<file path="src/rtl/bsg_zynq_mc_gearbox_bridge_pkg.sv">
// Shared helpers for the Zynq/manycore gearbox bridge.
//   beats_f       : narrow beats per wide packet
//   occ_width_f   : width of the per-channel outbound occupancy count
//   idx_width_f   : safe counter/index width (never zero)
//   piso_state_e  : outbound serializer state
//   trace_tag_lp  : prefix on trace lines (BSG_ZYNQ_GEARBOX_TRACE_EN builds)
package bsg_zynq_gearbox_pkg;

   function automatic int unsigned beats_f(input int unsigned wide_w,
                                           input int unsigned narrow_w);
      return wide_w / narrow_w;
   endfunction

   function automatic int unsigned occ_width_f(input int unsigned els,
                                               input int unsigned beats);
      return $clog2(els * beats + beats + 1);
   endfunction

   function automatic int unsigned idx_width_f(input int unsigned n);
      return (n > 1) ? $clog2(n) : 1;
   endfunction

   localparam string trace_tag_lp = "bsg_zynq_gearbox";

   typedef enum logic {
      ST_IDLE = 1'b0,
      ST_BUSY = 1'b1
   } piso_state_e;

endpackage

</file>
<file path="src/rtl/bsg_zynq_mc_gearbox_bridge_if.sv">
// Handshake/bus bundle of the gearbox bridge.
//   slave  : the bridge side (consumes narrow_in / wide_in, produces wide_out / narrow_out)
//   master : the PL shell + endpoint side (testbench)
// Signals: in_clear_i, out_clear_i, narrow_in_{data,v}_i / narrow_in_ready_o,
//          wide_out_{data,v}_o / wide_out_yumi_i, wide_in_{data,v}_i / wide_in_ready_o,
//          narrow_out_{data,v}_o / narrow_out_yumi_i, out_occ_o.
interface bsg_zynq_mc_gearbox_bridge_if
   import bsg_zynq_gearbox_pkg::*;
#(
   parameter int unsigned narrow_width_p = 32,
   parameter int unsigned wide_width_p   = 128,
   parameter int unsigned num_in_chan_p  = 2,
   parameter int unsigned num_out_chan_p = 2,
   parameter int unsigned out_buf_els_p  = 4
);
   localparam int unsigned beats_lp     = beats_f(wide_width_p, narrow_width_p);
   localparam int unsigned occ_width_lp = occ_width_f(out_buf_els_p, beats_lp);

   logic [num_in_chan_p-1:0]                 in_clear_i;
   logic [num_out_chan_p-1:0]                out_clear_i;

   logic [num_in_chan_p*narrow_width_p-1:0]  narrow_in_data_i;
   logic [num_in_chan_p-1:0]                 narrow_in_v_i;
   logic [num_in_chan_p-1:0]                 narrow_in_ready_o;

   logic [num_in_chan_p*wide_width_p-1:0]    wide_out_data_o;
   logic [num_in_chan_p-1:0]                 wide_out_v_o;
   logic [num_in_chan_p-1:0]                 wide_out_yumi_i;

   logic [num_out_chan_p*wide_width_p-1:0]   wide_in_data_i;
   logic [num_out_chan_p-1:0]                wide_in_v_i;
   logic [num_out_chan_p-1:0]                wide_in_ready_o;

   logic [num_out_chan_p*narrow_width_p-1:0] narrow_out_data_o;
   logic [num_out_chan_p-1:0]                narrow_out_v_o;
   logic [num_out_chan_p-1:0]                narrow_out_yumi_i;

   logic [num_out_chan_p*occ_width_lp-1:0]   out_occ_o;

   modport slave (
      input  in_clear_i, out_clear_i,
      input  narrow_in_data_i, narrow_in_v_i,
      output narrow_in_ready_o,
      output wide_out_data_o, wide_out_v_o,
      input  wide_out_yumi_i,
      input  wide_in_data_i, wide_in_v_i,
      output wide_in_ready_o,
      output narrow_out_data_o, narrow_out_v_o,
      input  narrow_out_yumi_i,
      output out_occ_o
   );

   modport master (
      output in_clear_i, out_clear_i,
      output narrow_in_data_i, narrow_in_v_i,
      input  narrow_in_ready_o,
      input  wide_out_data_o, wide_out_v_o,
      output wide_out_yumi_i,
      output wide_in_data_i, wide_in_v_i,
      input  wide_in_ready_o,
      input  narrow_out_data_o, narrow_out_v_o,
      output narrow_out_yumi_i,
      input  out_occ_o
   );

endinterface

</file>
<file path="src/rtl/bsg_zynq_mc_gearbox_bridge_out_chan.sv">
// One outbound (wide->narrow) channel: wide-entry FIFO feeding a serializer,
// plus an exact count of narrow words still pending.
// Ports:
//   clk_i, reset_i (async, active-high), clear_i (sync channel clear)
//   wide_data_i / wide_v_i / wide_ready_o     : packet enqueue
//   narrow_data_o / narrow_v_o / narrow_yumi_i: word dequeue
//   occ_o                                     : narrow words pending
// Optional: BSG_ZYNQ_GEARBOX_TRACE_EN adds load trace and protocol assertions.
module bsg_zynq_gearbox_out_chan
   import bsg_zynq_gearbox_pkg::*;
#(
   parameter int unsigned narrow_width_p = 32,
   parameter int unsigned wide_width_p   = 128,
   parameter int unsigned out_buf_els_p  = 4
)(
   input  logic                    clk_i,
   input  logic                    reset_i,
   input  logic                    clear_i,
   input  logic [wide_width_p-1:0] wide_data_i,
   input  logic                    wide_v_i,
   output logic                    wide_ready_o,
   output logic [narrow_width_p-1:0] narrow_data_o,
   output logic                    narrow_v_o,
   input  logic                    narrow_yumi_i,
   output logic [occ_width_f(out_buf_els_p, beats_f(wide_width_p, narrow_width_p))-1:0] occ_o
);
   localparam int unsigned beats_lp     = beats_f(wide_width_p, narrow_width_p);
   localparam int unsigned occ_width_lp = occ_width_f(out_buf_els_p, beats_lp);
   localparam int unsigned cnt_width_lp = $clog2(out_buf_els_p + 1);
   localparam int unsigned ptr_width_lp = idx_width_f(out_buf_els_p);
   localparam int unsigned idx_width_lp = idx_width_f(beats_lp);

   logic [wide_width_p-1:0] r_mem [out_buf_els_p];
   logic [ptr_width_lp-1:0] r_rd_ptr, r_wr_ptr;
   logic [cnt_width_lp-1:0] r_count;
   piso_state_e             r_state, w_state_n;
   logic [idx_width_lp-1:0] r_idx, w_idx_n;
   logic [wide_width_p-1:0] r_piso;

   logic w_full, w_empty, w_enq, w_deq, w_yumi, w_last;

   function automatic logic [ptr_width_lp-1:0] ptr_inc(input logic [ptr_width_lp-1:0] p);
      return (p == ptr_width_lp'(out_buf_els_p - 1)) ? '0 : p + ptr_width_lp'(1);
   endfunction

   // Ready comes only from the registered count, never from the narrow side.
   assign w_full       = (r_count == cnt_width_lp'(out_buf_els_p));
   assign w_empty      = (r_count == '0);
   assign wide_ready_o = ~w_full;
   assign w_enq        = wide_v_i & ~w_full & ~clear_i;
   assign w_yumi       = narrow_yumi_i & (r_state == ST_BUSY);
   assign w_last       = (r_idx == idx_width_lp'(beats_lp - 1));

   // Serializer control: load head when idle, or back-to-back on last-beat yumi.
   always_comb begin
      w_state_n = r_state;
      w_idx_n   = r_idx;
      w_deq     = 1'b0;
      if (clear_i) begin
         w_state_n = ST_IDLE;
         w_idx_n   = '0;
      end else begin
         case (r_state)
            ST_IDLE: begin
               if (!w_empty) begin
                  w_deq     = 1'b1;
                  w_state_n = ST_BUSY;
                  w_idx_n   = '0;
               end
            end
            ST_BUSY: begin
               if (w_yumi) begin
                  if (w_last) begin
                     w_idx_n = '0;
                     if (!w_empty) begin
                        w_deq = 1'b1;
                     end else begin
                        w_state_n = ST_IDLE;
                     end
                  end else begin
                     w_idx_n = r_idx + idx_width_lp'(1);
                  end
               end
            end
            default: begin
               w_state_n = ST_IDLE;
               w_idx_n   = '0;
            end
         endcase
      end
   end

   // Serializer state register.
   always_ff @(posedge clk_i or posedge reset_i) begin
      if (reset_i) begin
         r_state <= ST_IDLE;
         r_idx   <= '0;
      end else begin
         r_state <= w_state_n;
         r_idx   <= w_idx_n;
      end
   end

   // FIFO pointers and entry count.
   always_ff @(posedge clk_i or posedge reset_i) begin
      if (reset_i) begin
         r_rd_ptr <= '0;
         r_wr_ptr <= '0;
         r_count  <= '0;
      end else if (clear_i) begin
         r_rd_ptr <= '0;
         r_wr_ptr <= '0;
         r_count  <= '0;
      end else begin
         if (w_enq) r_wr_ptr <= ptr_inc(r_wr_ptr);
         if (w_deq) r_rd_ptr <= ptr_inc(r_rd_ptr);
         case ({w_enq, w_deq})
            2'b10:   r_count <= r_count + cnt_width_lp'(1);
            2'b01:   r_count <= r_count - cnt_width_lp'(1);
            default: r_count <= r_count;
         endcase
      end
   end

   // Payload storage needs no reset; validity is tracked by count/state.
   always_ff @(posedge clk_i) begin
      if (w_enq) r_mem[r_wr_ptr] <= wide_data_i;
      if (w_deq) r_piso <= r_mem[r_rd_ptr];
   end

   // Little-endian beat select.
   always_comb begin
      narrow_data_o = '0;
      for (int k = 0; k < int'(beats_lp); k++) begin
         if (r_idx == idx_width_lp'(k)) narrow_data_o = r_piso[k*narrow_width_p +: narrow_width_p];
      end
   end

   assign narrow_v_o = (r_state == ST_BUSY);

   // Pending words: whole buffered entries plus the unsent part of the serializer.
   always_comb begin
      occ_o = occ_width_lp'(r_count) * occ_width_lp'(beats_lp);
      if (r_state == ST_BUSY) occ_o = occ_o + occ_width_lp'(beats_lp) - occ_width_lp'(r_idx);
   end

`ifdef BSG_ZYNQ_GEARBOX_TRACE_EN
   logic [31:0] r_trace_cyc;
   always_ff @(posedge clk_i or posedge reset_i) begin
      if (reset_i) r_trace_cyc <= '0;
      else         r_trace_cyc <= r_trace_cyc + 32'd1;
   end

   always @(posedge clk_i) begin
      if (!reset_i) begin
         if (w_deq)
            $display("%s out-load %m cyc=%0d data=%h", trace_tag_lp, r_trace_cyc, r_mem[r_rd_ptr]);
         assert (!(narrow_yumi_i && (r_state != ST_BUSY)))
            else $error("%s %m narrow yumi without valid", trace_tag_lp);
         assert (r_count <= cnt_width_lp'(out_buf_els_p))
            else $error("%s %m buffer overflow", trace_tag_lp);
      end
   end
`endif

endmodule

</file>
<file path="src/rtl/bsg_zynq_mc_gearbox_bridge.sv">
// Multi-channel width converter between the PS narrow CSR FIFOs and the
// manycore endpoint wide packet FIFOs (manycore clock domain).
// Ports:
//   clk_i, reset_i : clock, async active-high reset
//   gb (slave)     : per-channel inbound narrow->wide and outbound wide->narrow
//                    handshakes, per-channel clears, outbound occupancy
// Optional: BSG_ZYNQ_GEARBOX_TRACE_EN adds a simulation trace of completed
// inbound words and outbound loads, plus yumi/overflow assertions.
module bsg_zynq_mc_gearbox_bridge
   import bsg_zynq_gearbox_pkg::*;
#(
   parameter int unsigned narrow_width_p = 32,
   parameter int unsigned wide_width_p   = 128,
   parameter int unsigned num_in_chan_p  = 2,
   parameter int unsigned num_out_chan_p = 2,
   parameter int unsigned out_buf_els_p  = 4
)(
   input logic                       clk_i,
   input logic                       reset_i,
   bsg_zynq_mc_gearbox_bridge_if.slave gb
);
   localparam int unsigned beats_lp     = beats_f(wide_width_p, narrow_width_p);
   localparam int unsigned occ_width_lp = occ_width_f(out_buf_els_p, beats_lp);
   localparam int unsigned cnt_width_lp = $clog2(beats_lp + 1);

   if ((wide_width_p % narrow_width_p) != 0) begin : g_width_err
      $error("wide_width_p must be a multiple of narrow_width_p");
   end
   if (out_buf_els_p < 2) begin : g_depth_err
      $error("out_buf_els_p must be at least 2");
   end

`ifdef BSG_ZYNQ_GEARBOX_TRACE_EN
   logic [31:0] r_trace_cyc;
   always_ff @(posedge clk_i or posedge reset_i) begin
      if (reset_i) r_trace_cyc <= '0;
      else         r_trace_cyc <= r_trace_cyc + 32'd1;
   end
`endif

   // Inbound SIPO per channel: cnt==beats_lp means a full word is presented.
   for (genvar c = 0; c < int'(num_in_chan_p); c++) begin : g_in
      logic [cnt_width_lp-1:0] r_cnt;
      logic [wide_width_p-1:0] r_data;
      logic                    w_ready, w_done, w_fire;

      assign w_ready = (r_cnt < cnt_width_lp'(beats_lp));
      assign w_done  = (r_cnt == cnt_width_lp'(beats_lp));
      assign w_fire  = gb.narrow_in_v_i[c] & w_ready;

      // Clear beats both the handshake and yumi; yumi cycle accepts no beat.
      always_ff @(posedge clk_i or posedge reset_i) begin
         if (reset_i)                               r_cnt <= '0;
         else if (gb.in_clear_i[c])                 r_cnt <= '0;
         else if (w_done && gb.wide_out_yumi_i[c])  r_cnt <= '0;
         else if (w_fire)                           r_cnt <= r_cnt + cnt_width_lp'(1);
      end

      always_ff @(posedge clk_i) begin
         for (int k = 0; k < int'(beats_lp); k++) begin
            if (w_fire && (r_cnt == cnt_width_lp'(k)))
               r_data[k*narrow_width_p +: narrow_width_p] <=
                  gb.narrow_in_data_i[c*narrow_width_p +: narrow_width_p];
         end
      end

      assign gb.narrow_in_ready_o[c]                           = w_ready;
      assign gb.wide_out_v_o[c]                                = w_done;
      assign gb.wide_out_data_o[c*wide_width_p +: wide_width_p] = r_data;

`ifdef BSG_ZYNQ_GEARBOX_TRACE_EN
      always @(posedge clk_i) begin
         if (!reset_i) begin
            if (w_done && gb.wide_out_yumi_i[c] && !gb.in_clear_i[c])
               $display("%s in-word ch%0d cyc=%0d data=%h", trace_tag_lp, c, r_trace_cyc, r_data);
            assert (!(gb.wide_out_yumi_i[c] && !w_done))
               else $error("%s wide yumi without valid ch%0d", trace_tag_lp, c);
         end
      end
`endif
   end

   // Outbound channels.
   for (genvar c = 0; c < int'(num_out_chan_p); c++) begin : g_out
      bsg_zynq_gearbox_out_chan #(
         .narrow_width_p (narrow_width_p),
         .wide_width_p   (wide_width_p),
         .out_buf_els_p  (out_buf_els_p)
      ) u_out_chan (
         .clk_i         (clk_i),
         .reset_i       (reset_i),
         .clear_i       (gb.out_clear_i[c]),
         .wide_data_i   (gb.wide_in_data_i[c*wide_width_p +: wide_width_p]),
         .wide_v_i      (gb.wide_in_v_i[c]),
         .wide_ready_o  (gb.wide_in_ready_o[c]),
         .narrow_data_o (gb.narrow_out_data_o[c*narrow_width_p +: narrow_width_p]),
         .narrow_v_o    (gb.narrow_out_v_o[c]),
         .narrow_yumi_i (gb.narrow_out_yumi_i[c]),
         .occ_o         (gb.out_occ_o[c*occ_width_lp +: occ_width_lp])
      );
   end

endmodule

</file>
<file path="src/flat_wrapper.sv">
// flat-port wrapper written by rule: the top's interface ports become plain ports
module bsg_zynq_mc_gearbox_bridge_flat import bsg_zynq_gearbox_pkg::*;
#(
   parameter int unsigned narrow_width_p = 32,
   parameter int unsigned wide_width_p   = 128,
   parameter int unsigned num_in_chan_p  = 2,
   parameter int unsigned num_out_chan_p = 2,
   parameter int unsigned out_buf_els_p  = 4
)
  (clk_i, reset_i, gb_in_clear_i, gb_out_clear_i, gb_narrow_in_data_i, gb_narrow_in_v_i, gb_narrow_in_ready_o, gb_wide_out_data_o, gb_wide_out_v_o, gb_wide_out_yumi_i, gb_wide_in_data_i, gb_wide_in_v_i, gb_wide_in_ready_o, gb_narrow_out_data_o, gb_narrow_out_v_o, gb_narrow_out_yumi_i, gb_out_occ_o);
  bsg_zynq_mc_gearbox_bridge_if #(.narrow_width_p(narrow_width_p), .wide_width_p(wide_width_p), .num_in_chan_p(num_in_chan_p), .num_out_chan_p(num_out_chan_p), .out_buf_els_p(out_buf_els_p)) gb_i ();
  input logic clk_i;
  input logic reset_i;
  input wire logic [$bits(gb_i.in_clear_i)-1:0] gb_in_clear_i;
  input wire logic [$bits(gb_i.out_clear_i)-1:0] gb_out_clear_i;
  input wire logic [$bits(gb_i.narrow_in_data_i)-1:0] gb_narrow_in_data_i;
  input wire logic [$bits(gb_i.narrow_in_v_i)-1:0] gb_narrow_in_v_i;
  output wire logic [$bits(gb_i.narrow_in_ready_o)-1:0] gb_narrow_in_ready_o;
  output wire logic [$bits(gb_i.wide_out_data_o)-1:0] gb_wide_out_data_o;
  output wire logic [$bits(gb_i.wide_out_v_o)-1:0] gb_wide_out_v_o;
  input wire logic [$bits(gb_i.wide_out_yumi_i)-1:0] gb_wide_out_yumi_i;
  input wire logic [$bits(gb_i.wide_in_data_i)-1:0] gb_wide_in_data_i;
  input wire logic [$bits(gb_i.wide_in_v_i)-1:0] gb_wide_in_v_i;
  output wire logic [$bits(gb_i.wide_in_ready_o)-1:0] gb_wide_in_ready_o;
  output wire logic [$bits(gb_i.narrow_out_data_o)-1:0] gb_narrow_out_data_o;
  output wire logic [$bits(gb_i.narrow_out_v_o)-1:0] gb_narrow_out_v_o;
  input wire logic [$bits(gb_i.narrow_out_yumi_i)-1:0] gb_narrow_out_yumi_i;
  output wire logic [$bits(gb_i.out_occ_o)-1:0] gb_out_occ_o;
  assign gb_i.in_clear_i = gb_in_clear_i;
  assign gb_i.out_clear_i = gb_out_clear_i;
  assign gb_i.narrow_in_data_i = gb_narrow_in_data_i;
  assign gb_i.narrow_in_v_i = gb_narrow_in_v_i;
  assign gb_narrow_in_ready_o = gb_i.narrow_in_ready_o;
  assign gb_wide_out_data_o = gb_i.wide_out_data_o;
  assign gb_wide_out_v_o = gb_i.wide_out_v_o;
  assign gb_i.wide_out_yumi_i = gb_wide_out_yumi_i;
  assign gb_i.wide_in_data_i = gb_wide_in_data_i;
  assign gb_i.wide_in_v_i = gb_wide_in_v_i;
  assign gb_wide_in_ready_o = gb_i.wide_in_ready_o;
  assign gb_narrow_out_data_o = gb_i.narrow_out_data_o;
  assign gb_narrow_out_v_o = gb_i.narrow_out_v_o;
  assign gb_i.narrow_out_yumi_i = gb_narrow_out_yumi_i;
  assign gb_out_occ_o = gb_i.out_occ_o;
  bsg_zynq_mc_gearbox_bridge #(.narrow_width_p(narrow_width_p), .wide_width_p(wide_width_p), .num_in_chan_p(num_in_chan_p), .num_out_chan_p(num_out_chan_p), .out_buf_els_p(out_buf_els_p)) u_core (.clk_i(clk_i), .reset_i(reset_i), .gb(gb_i));
endmodule
</file>
<file path="config.mk">
export PLATFORM = sky130hd
export DESIGN_NAME = bsg_zynq_mc_gearbox_bridge_flat
export DESIGN_NICKNAME = d
export VERILOG_FILES = /design/src/rtl/bsg_zynq_mc_gearbox_bridge_pkg.sv /design/src/rtl/bsg_zynq_mc_gearbox_bridge_if.sv /design/src/rtl/bsg_zynq_mc_gearbox_bridge_out_chan.sv /design/src/rtl/bsg_zynq_mc_gearbox_bridge.sv /design/src/flat_wrapper.sv
export SDC_FILE = /design/constraint.sdc
export NUM_CORES = 1
export LEC_CHECK = 0
export ABC_CLOCK_PERIOD_IN_PS = 10250
export BUFFER_PORTS_ARGS = -buffer_cell sky130_fd_sc_hd__buf_2
export CELL_PAD_IN_SITES_DETAIL_PLACEMENT = 0
export CELL_PAD_IN_SITES_GLOBAL_PLACEMENT = 1
export CORE_ASPECT_RATIO = 0.9
export CORE_MARGIN = 2
export CORE_UTILIZATION = 51
export DETAILED_ROUTE_END_ITERATION = 6
export GPL_ROUTABILITY_DRIVEN = 0
export PLACE_DENSITY_LB_ADDON = 0.1
export SKIP_LAST_GASP = 1
export SLEW_MARGIN = 10
export SYNTH_ARGS = -nofsm -noshare
export SYNTH_HDL_FRONTEND = slang
export SYNTH_SLANG_ARGS = --single-unit
export TNS_END_PERCENT = 20
</file>
<file path="constraint.sdc">
create_clock -name clk_i -period 10.25 [get_ports clk_i]
set_input_delay 1.025 -clock clk_i [delete_from_list [all_inputs] [get_ports clk_i]]
set_output_delay 1.025 -clock clk_i [all_outputs]
set_load 0.02 [all_outputs]
</file>
==> flow_summary.ini, run 1 <==
[status]
status = complete, no violations

[sta]
fin_setup_tns_ns = 0
relSlewSlack = 0.151
hold_viol_final = 0
fin_worst_skew_ns = 0.0293
setup_ws_ns = 5.20
max_freq_ghz = 0.198
drv_slew = 0
rsz0062_at_grt = false
period_minus_slack_ns = 5.05
finalCritPeriodShare = 0.493
hold_ws_ns = 0.387
worst_pin_slew_ns = 1.27
setup-violations-final = 0

[power_and_ir_drop]
power_w = 0.0159
power_density_mw_per_mm2 = 242
ir_drop_v = 0.000161
leakage_nw = 21.9

[route]
viasPerCell = 5.65
wirelength_mm = 129
first_pass_iters = 5
drt_iter0_markers = 2413
vias = 26690
drc = 0
drt.antenna.violating_nets = 0
wl_per_cell_um = 27.2

[setup_path]
crit_chain = inv_1 > ha_1 > buf_4 > nor2b_4 > a221oi_1 > o31ai_1 > buf_2
critPathMaxStageDelay_ns = 1.03
required_ns = 9.23
cp.buffers_inverters = 3
crit_path_start = u_core.g_out[1].u_out_chan.r_idx[1]
cp-start-kind = flop
critPathSlowestCell = nor2b_4
critPathCaptureType = primary output
critPathMaxFanout = 34
cp_top_family = simple AND/OR/NAND/NOR gates
r2r_start = u_core.g_out[1].u_out_chan.r_count[0]
worstSetupPathType = flop to primary output
critical_path_arrival_ns = 4.03

[global_route]
grt_pass1_vias = 27498
grtUsageMet3 = 0.0667
grt_usage = 0.230
grt_max_degree = 130
antenna_found_initial = 71
grtUsageMet2 = 0.372
grt_use_met1 = 0.298
busiest_layer = met2
grt_pass1_wl_mm = 187
grt-ovfl-total = 0

[clock_tree]
cts_hold_buf = 0
cts_max_path_buffers = 3
cts_tree = done
cts_root_buffer = clkbuf_16
clk_latency_ns = 0.77
path_clk_slew_ns = 0.06
cts_resized = 0
cts_max_level = 4
cts_buffers = 155
postCtsSetupRepairBufs = 0
clock-sinks = 1562

[placed_design]
hpwl_mm = 81.2
place_area_mm2 = 0.0612
portBuffers = 671
post-place-ws_ns = 6.12

[floorplan]
ios = 672
initial_core_util = 0.514
die_y_um = 319
rows = 115
dieWidth_um = 354
die-area_mm2 = 0.113
core_mm2 = 0.109

[cells_and_area]
area.growth.synth_to_final_pct = 17.6
drive_above_1_share = 0.372
mostFrequentLayoutCells = edfxtp_1 (1,536), buf_2 (671), mux4_2 (256)
fin_nets = 3495
final_area_mm2 = 0.0660
final_common_cell = edfxtp_1

[yosys]
synth_area_per_cell_um2 = 23.7
ys_seq_area_frac = 0.834
syn_nets = 2736
syn_inst = 2371
ys_async_sr_fraction = 0.0166
synth_area_mm2 = 0.0561
synth_seq_cells = 1562
yosysWarnings = 0
synth_cell_types = 40
synth_top_flop_cell = edfxtp_1
synth_edf_count = 1536

[flow_run]
drv_cap = 0

[min_path]
hold_class = input port to async pin
sequential cells by signal, summed over array words and instances, names as in the netlist:
signal and count:
u_core.g_out.u_out_chan.narrow_v_o 2, u_core.g_out.u_out_chan.r_piso 256, u_core.g_out.u_out_chan.r_wr_ptr 4, u_core.g_in.r_cnt 6
u_core.g_out.u_out_chan.r_count 6, u_core.g_out.u_out_chan.r_idx 4, u_core.g_in.r_data 256, u_core.g_out.u_out_chan.r_rd_ptr 4
u_core.g_out.u_out_chan.r_mem 1024
Yosys cell counts (3+ instances only):
cell type | number | area share
clkbuf_1 | 62 | 0.0041
dfrtp_1 | 26 | 0.012
nor2_1 | 22 | 0.0015
edfxtp_1 | 1536 | 0.82
o21ai_0 | 4 | 0.00036
a21oi_1 | 15 | 0.0013
a221oi_1 | 62 | 0.0097
and2_1 | 24 | 0.0027
nand2_4 | 4 | 0.00080
buf_2 | 32 | 0.0029
nand3_1 | 5 | 0.00045
inv_1 | 15 | 0.0010
nand2_1 | 72 | 0.0048
xor2_1 | 3 | 0.00047
buf_4 | 10 | 0.0013
nor2b_1 | 68 | 0.0076
o31ai_1 | 62 | 0.0083
mux2i_1 | 5 | 0.00089
xnor2_1 | 10 | 0.0016
buf_1 | 10 | 0.00067
mux4_2 | 256 | 0.10
ha_1 | 29 | 0.0065
nand2b_1 | 6 | 0.00067
metal layers:
| metal | share of wire | vias up |
|---|---|---|
| met5 | 0.0027 | - |
| met4 | 0.027 | 52 |
| met3 | 0.078 | 272 |
| met2 | 0.50 | 1049 |
| met1 | 0.39 | 13883 |
| li1 | - | 11434 |
worst min-delay path, delay by kind of cell:
kind / cells / cell delay [ns]
buffers and inverters: 3 / 0.51
cell type report:
class	instances	area [µm²]
sequential	1562	46800
fill	7769	43200
multi-input combinational	680	8800
clock buffer	197	4190
timing repair buffer	716	3710
tap	1462	1830
clock inverter	73	536
inverter	15	56.3
antenna	22	55.1
final timing paths:
path | end | slack, ns | depth (start not counted)
max | gb_narrow_out_data_o[35] | 5.20 | 7
min | u_core.g_out[0].u_out_chan.r_idx[1] | 0.39 | 3
max reg2reg | u_core.g_out[1].u_out_chan.r_mem[0][52] | 6.68 | 6
min reg2reg | u_core.g_out[0].u_out_chan.r_wr_ptr[1] | 0.58 | 2
max in group asynchronous | u_core.g_out[1].u_out_chan.r_rd_ptr[0] | 9.53 | 3
min in group clk_i | u_core.g_out[1].u_out_chan.r_mem[2][33] | 0.47 | 1
cells by family after synthesis:
family	count (synthesis)	share of synthesized area
multiplexers	265	0.105
XOR/XNOR	13	0.00203
AND/OR/NAND/NOR	216	0.0206
buffers and inverters	129	0.0100
flip-flops	1562	0.834
AO/OA/AOI/OAI	155	0.0215
adder cells (fa/ha/maj)	31	0.00718
report_power, final:
part	switching (W)	internal, W	leakage, nW	total [W]
combinational	0.00147	0.00101	5.27	0.00248
sequential	0.000283	0.00787	14.3	0.00815
clock	0.00228	0.00302	2.29	0.00530
total	0.00403	0.0119	21.9	0.0159
through the flow:
step / instances / utilization
5_1_grt: 4719 / 0.604
3_3_place_gp: 4435 / 0.560
3_5_place_dp: 4435 / 0.560
6_report: 4727 / 0.604
4_1_cts: 4705 / 0.603
2_1_floorplan: 2371 / -
No activity file was read; power rests on OpenSTA's default activity.
==> inputs of run 2 (changes only) <==
--- a/config.mk
+++ b/config.mk
@@ -5,7 +5,7 @@
 export SDC_FILE = /design/constraint.sdc
 export NUM_CORES = 1
 export LEC_CHECK = 0
-export ABC_CLOCK_PERIOD_IN_PS = 10250
+export ABC_CLOCK_PERIOD_IN_PS = 5100
 export BUFFER_PORTS_ARGS = -buffer_cell sky130_fd_sc_hd__buf_2
 export CELL_PAD_IN_SITES_DETAIL_PLACEMENT = 0
 export CELL_PAD_IN_SITES_GLOBAL_PLACEMENT = 1
==> constraint.sdc (replaced) <==
create_clock -name clk_i -period 5.1 [get_ports clk_i]
set_input_delay 0.51 -clock clk_i [delete_from_list [all_inputs] [get_ports clk_i]]
set_output_delay 0.51 -clock clk_i [all_outputs]
set_load 0.02 [all_outputs]
==> run 2 against run 1 <==
  * Worst setup slack worse by 4.2 ns
  * Sequential share of layout area shrank 3.6 points
  * Global-route usage barely moved
  * Utilization up 3.2 points
  * Power is 100% higher
  * Clock skew decreased by 0.010 ns
  * Worst hold slack worse by 0.32 ns
  * Register-to-register slack lost 4.4 ns
  * Wire length down 0.15%
  * Die area unchanged
==> flow_summary.ini, run 2 (synthesized netlist as in run 1, its figures left out) <==
[status]
status = complete, no violations

[floorplan]
initial_core_util = 0.514
die-area_mm2 = 0.113
die_y_um = 319
dieWidth_um = 354
core_mm2 = 0.109
ios = 672
rows = 115

[power_and_ir_drop]
leakage_nw = 23.4
ir_drop_v = 0.000335
sw_frac_of_total = 0.255
power_frac_comb = 0.158
power_density_mw_per_mm2 = 468
p_seq_frac = 0.507
p_int_w = 0.0242
pwr-share-clk = 0.336
netSwitchingPower_w = 0.00827

[setup_path]
critPathSlowestCell = o31ai_1
critPathMostFrequentCell = buf_4
worstSetupPathType = flop to primary output
crit_chain = inv_1 > ha_1 > buf_4 > nor2b_2 > buf_4 > a221oi_1 > o31ai_1 > buf_2
r2r_cells = 5
r2r_start = u_core.g_out[0].u_out_chan.r_count[2]
critPathMaxStageDelay_ns = 0.71
critical_path_arrival_ns = 3.57
cp-start-kind = flop
required_ns = 4.59
critPathMaxFanout = 34
critPathCaptureType = primary output
r2r-end = u_core.g_out[0].u_out_chan.r_mem[3][98]
r2r_setup_slack_ns = 2.23

[clock_tree]
cts_resized = 0
cts_root_buffer = clkbuf_16
clock-sinks = 1562
cts_max_level = 4
cts_tree = done
cts_hold_buf = 327
path_clk_slew_ns = 0.06
postCtsSetupRepairBufs = 0
cts_buffers = 154
clk_latency_ns = 0.78
cts_max_path_buffers = 3

[sta]
finalCritPeriodShare = 0.801
hold_ws_ns = 0.0637
fin_setup_tns_ns = 0
worst_pin_slew_ns = 1.05
period_minus_slack_ns = 4.08
setup-violations-final = 0
hold_viol_final = 0
rsz0062_at_grt = false
fin_worst_skew_ns = 0.0190
drv_slew = 0
max_freq_ghz = 0.245
relSlewSlack = 0.302

[route]
wl_per_cell_um = 25.4
vias = 27834
wirelength_mm = 129
drc = 0
drt.antenna.violating_nets = 0
drt_iter0_markers = 2319
viasPerCell = 5.50
first_pass_iters = 6

[placed_design]
post-place-cells = 4434
hpwl_mm = 80.2
portBuffers = 671

[global_route]
grt_max_degree = 129
grt_pass1_vias = 28797
grt_pass1_wl_mm = 190
grt-ovfl-total = 0
antenna_found_initial = 26
grt_usage = 0.229

[cells_and_area]
fill_cells = 7495
fin_nets = 3820
top_regs = u_core.g_out.u_out_chan.r_mem x1024, u_core.g_in.r_data x256, u_core.g_out.u_out_chan.r_piso x256
area.growth.synth_to_final_pct = 23.8
largest_reg_flops = 1024
stdcell_count = 5057
final_common_cell = edfxtp_1
drive_above_1_share = 0.341
largest-register = u_core.g_out.u_out_chan.r_mem
mostFrequentLayoutCells = edfxtp_1 (1,536), buf_2 (671), dlygate4sd3_1 (327)

[flow_run]
drv_cap = 0

[min_path]
hold_depth = 3
hold_path.startpoint = gb_wide_out_yumi_i[0]
worstHoldEndpoint = u_core.g_in[0].r_cnt[0]
hold_class = input port to flop
-- run 2: layer usage --
metal | track usage | wire [µm]
met5 | 0 | 157
met4 | 0.0691 | 3120
met3 | 0.0515 | 7920
met2 | 0.388 | 65700
met1 | 0.300 | 51600
-- run 2: layout make-up --
class,count,area [µm²],share of cell area
diodes,12,30.0,0.000432
clock buffers,191,4070,0.0585
clock inverters,93,813,0.0117
inverters,15,56.3,0.000811
multi-input cells,680,8800,0.127
flip-flops and latches,1562,46800,0.674
well taps,1462,1830,0.0263
repair buffers,1042,7060,0.102
-- run 2: per-stage QoR --
stage	utilization	cell area, µm²	power, W	setup WS [ns]
finish	0.636	69400	0.0325	1.02
global placement	0.561	61300	0.0216	2.02
CTS	0.636	69400	0.0329	1.02
floorplan	-	56100	0.0199	0.681
detailed placement	0.561	61300	0.0217	1.90
global route	0.636	69400	0.0337	0.938
-- run 2: worst max-delay path: cells and delay by family, from the launching register on --
family | cells | cell delay (ns)
flip-flops | 1 | 0.41
AND/OR/NAND/NOR | 1 | 0.16
adder cells (fa/ha/maj) | 1 | 0.18
AO/OA/AOI/OAI | 2 | 0.88
buffers and inverters | 4 | 1.14
-- run 2: power groups by stage --
stage	sequential [W]	clock, W	combinational (W)
final	0.0165	0.0109	0.00513
after global routing	0.0166	0.0116	0.00551
after CTS	0.0165	0.0111	0.00525
after detailed placement	0.0167	0	0.00501
after global placement	0.0167	0	0.00494
after floorplan	0.0165	0	0.00338
-- run 2: worst max-delay path by stage --
stage / from / to / slack [ns]
CTS: u_core.g_out[1].u_out_chan.r_idx[1] / gb_narrow_out_data_o[34] / 1.02
global placement: u_core.g_out[1].u_out_chan.r_idx[0] / gb_narrow_out_data_o[34] / 2.02
detailed placement: u_core.g_out[1].u_out_chan.r_idx[1] / gb_narrow_out_data_o[34] / 1.90
finish: u_core.g_out[1].u_out_chan.r_idx[1] / gb_narrow_out_data_o[34] / 1.02
floorplan: u_core.g_out[0].u_out_chan.r_count[2] / u_core.g_out[0].u_out_chan.r_mem[0][0] / 0.68
global route: u_core.g_out[1].u_out_chan.r_idx[1] / gb_narrow_out_data_o[33] / 0.94
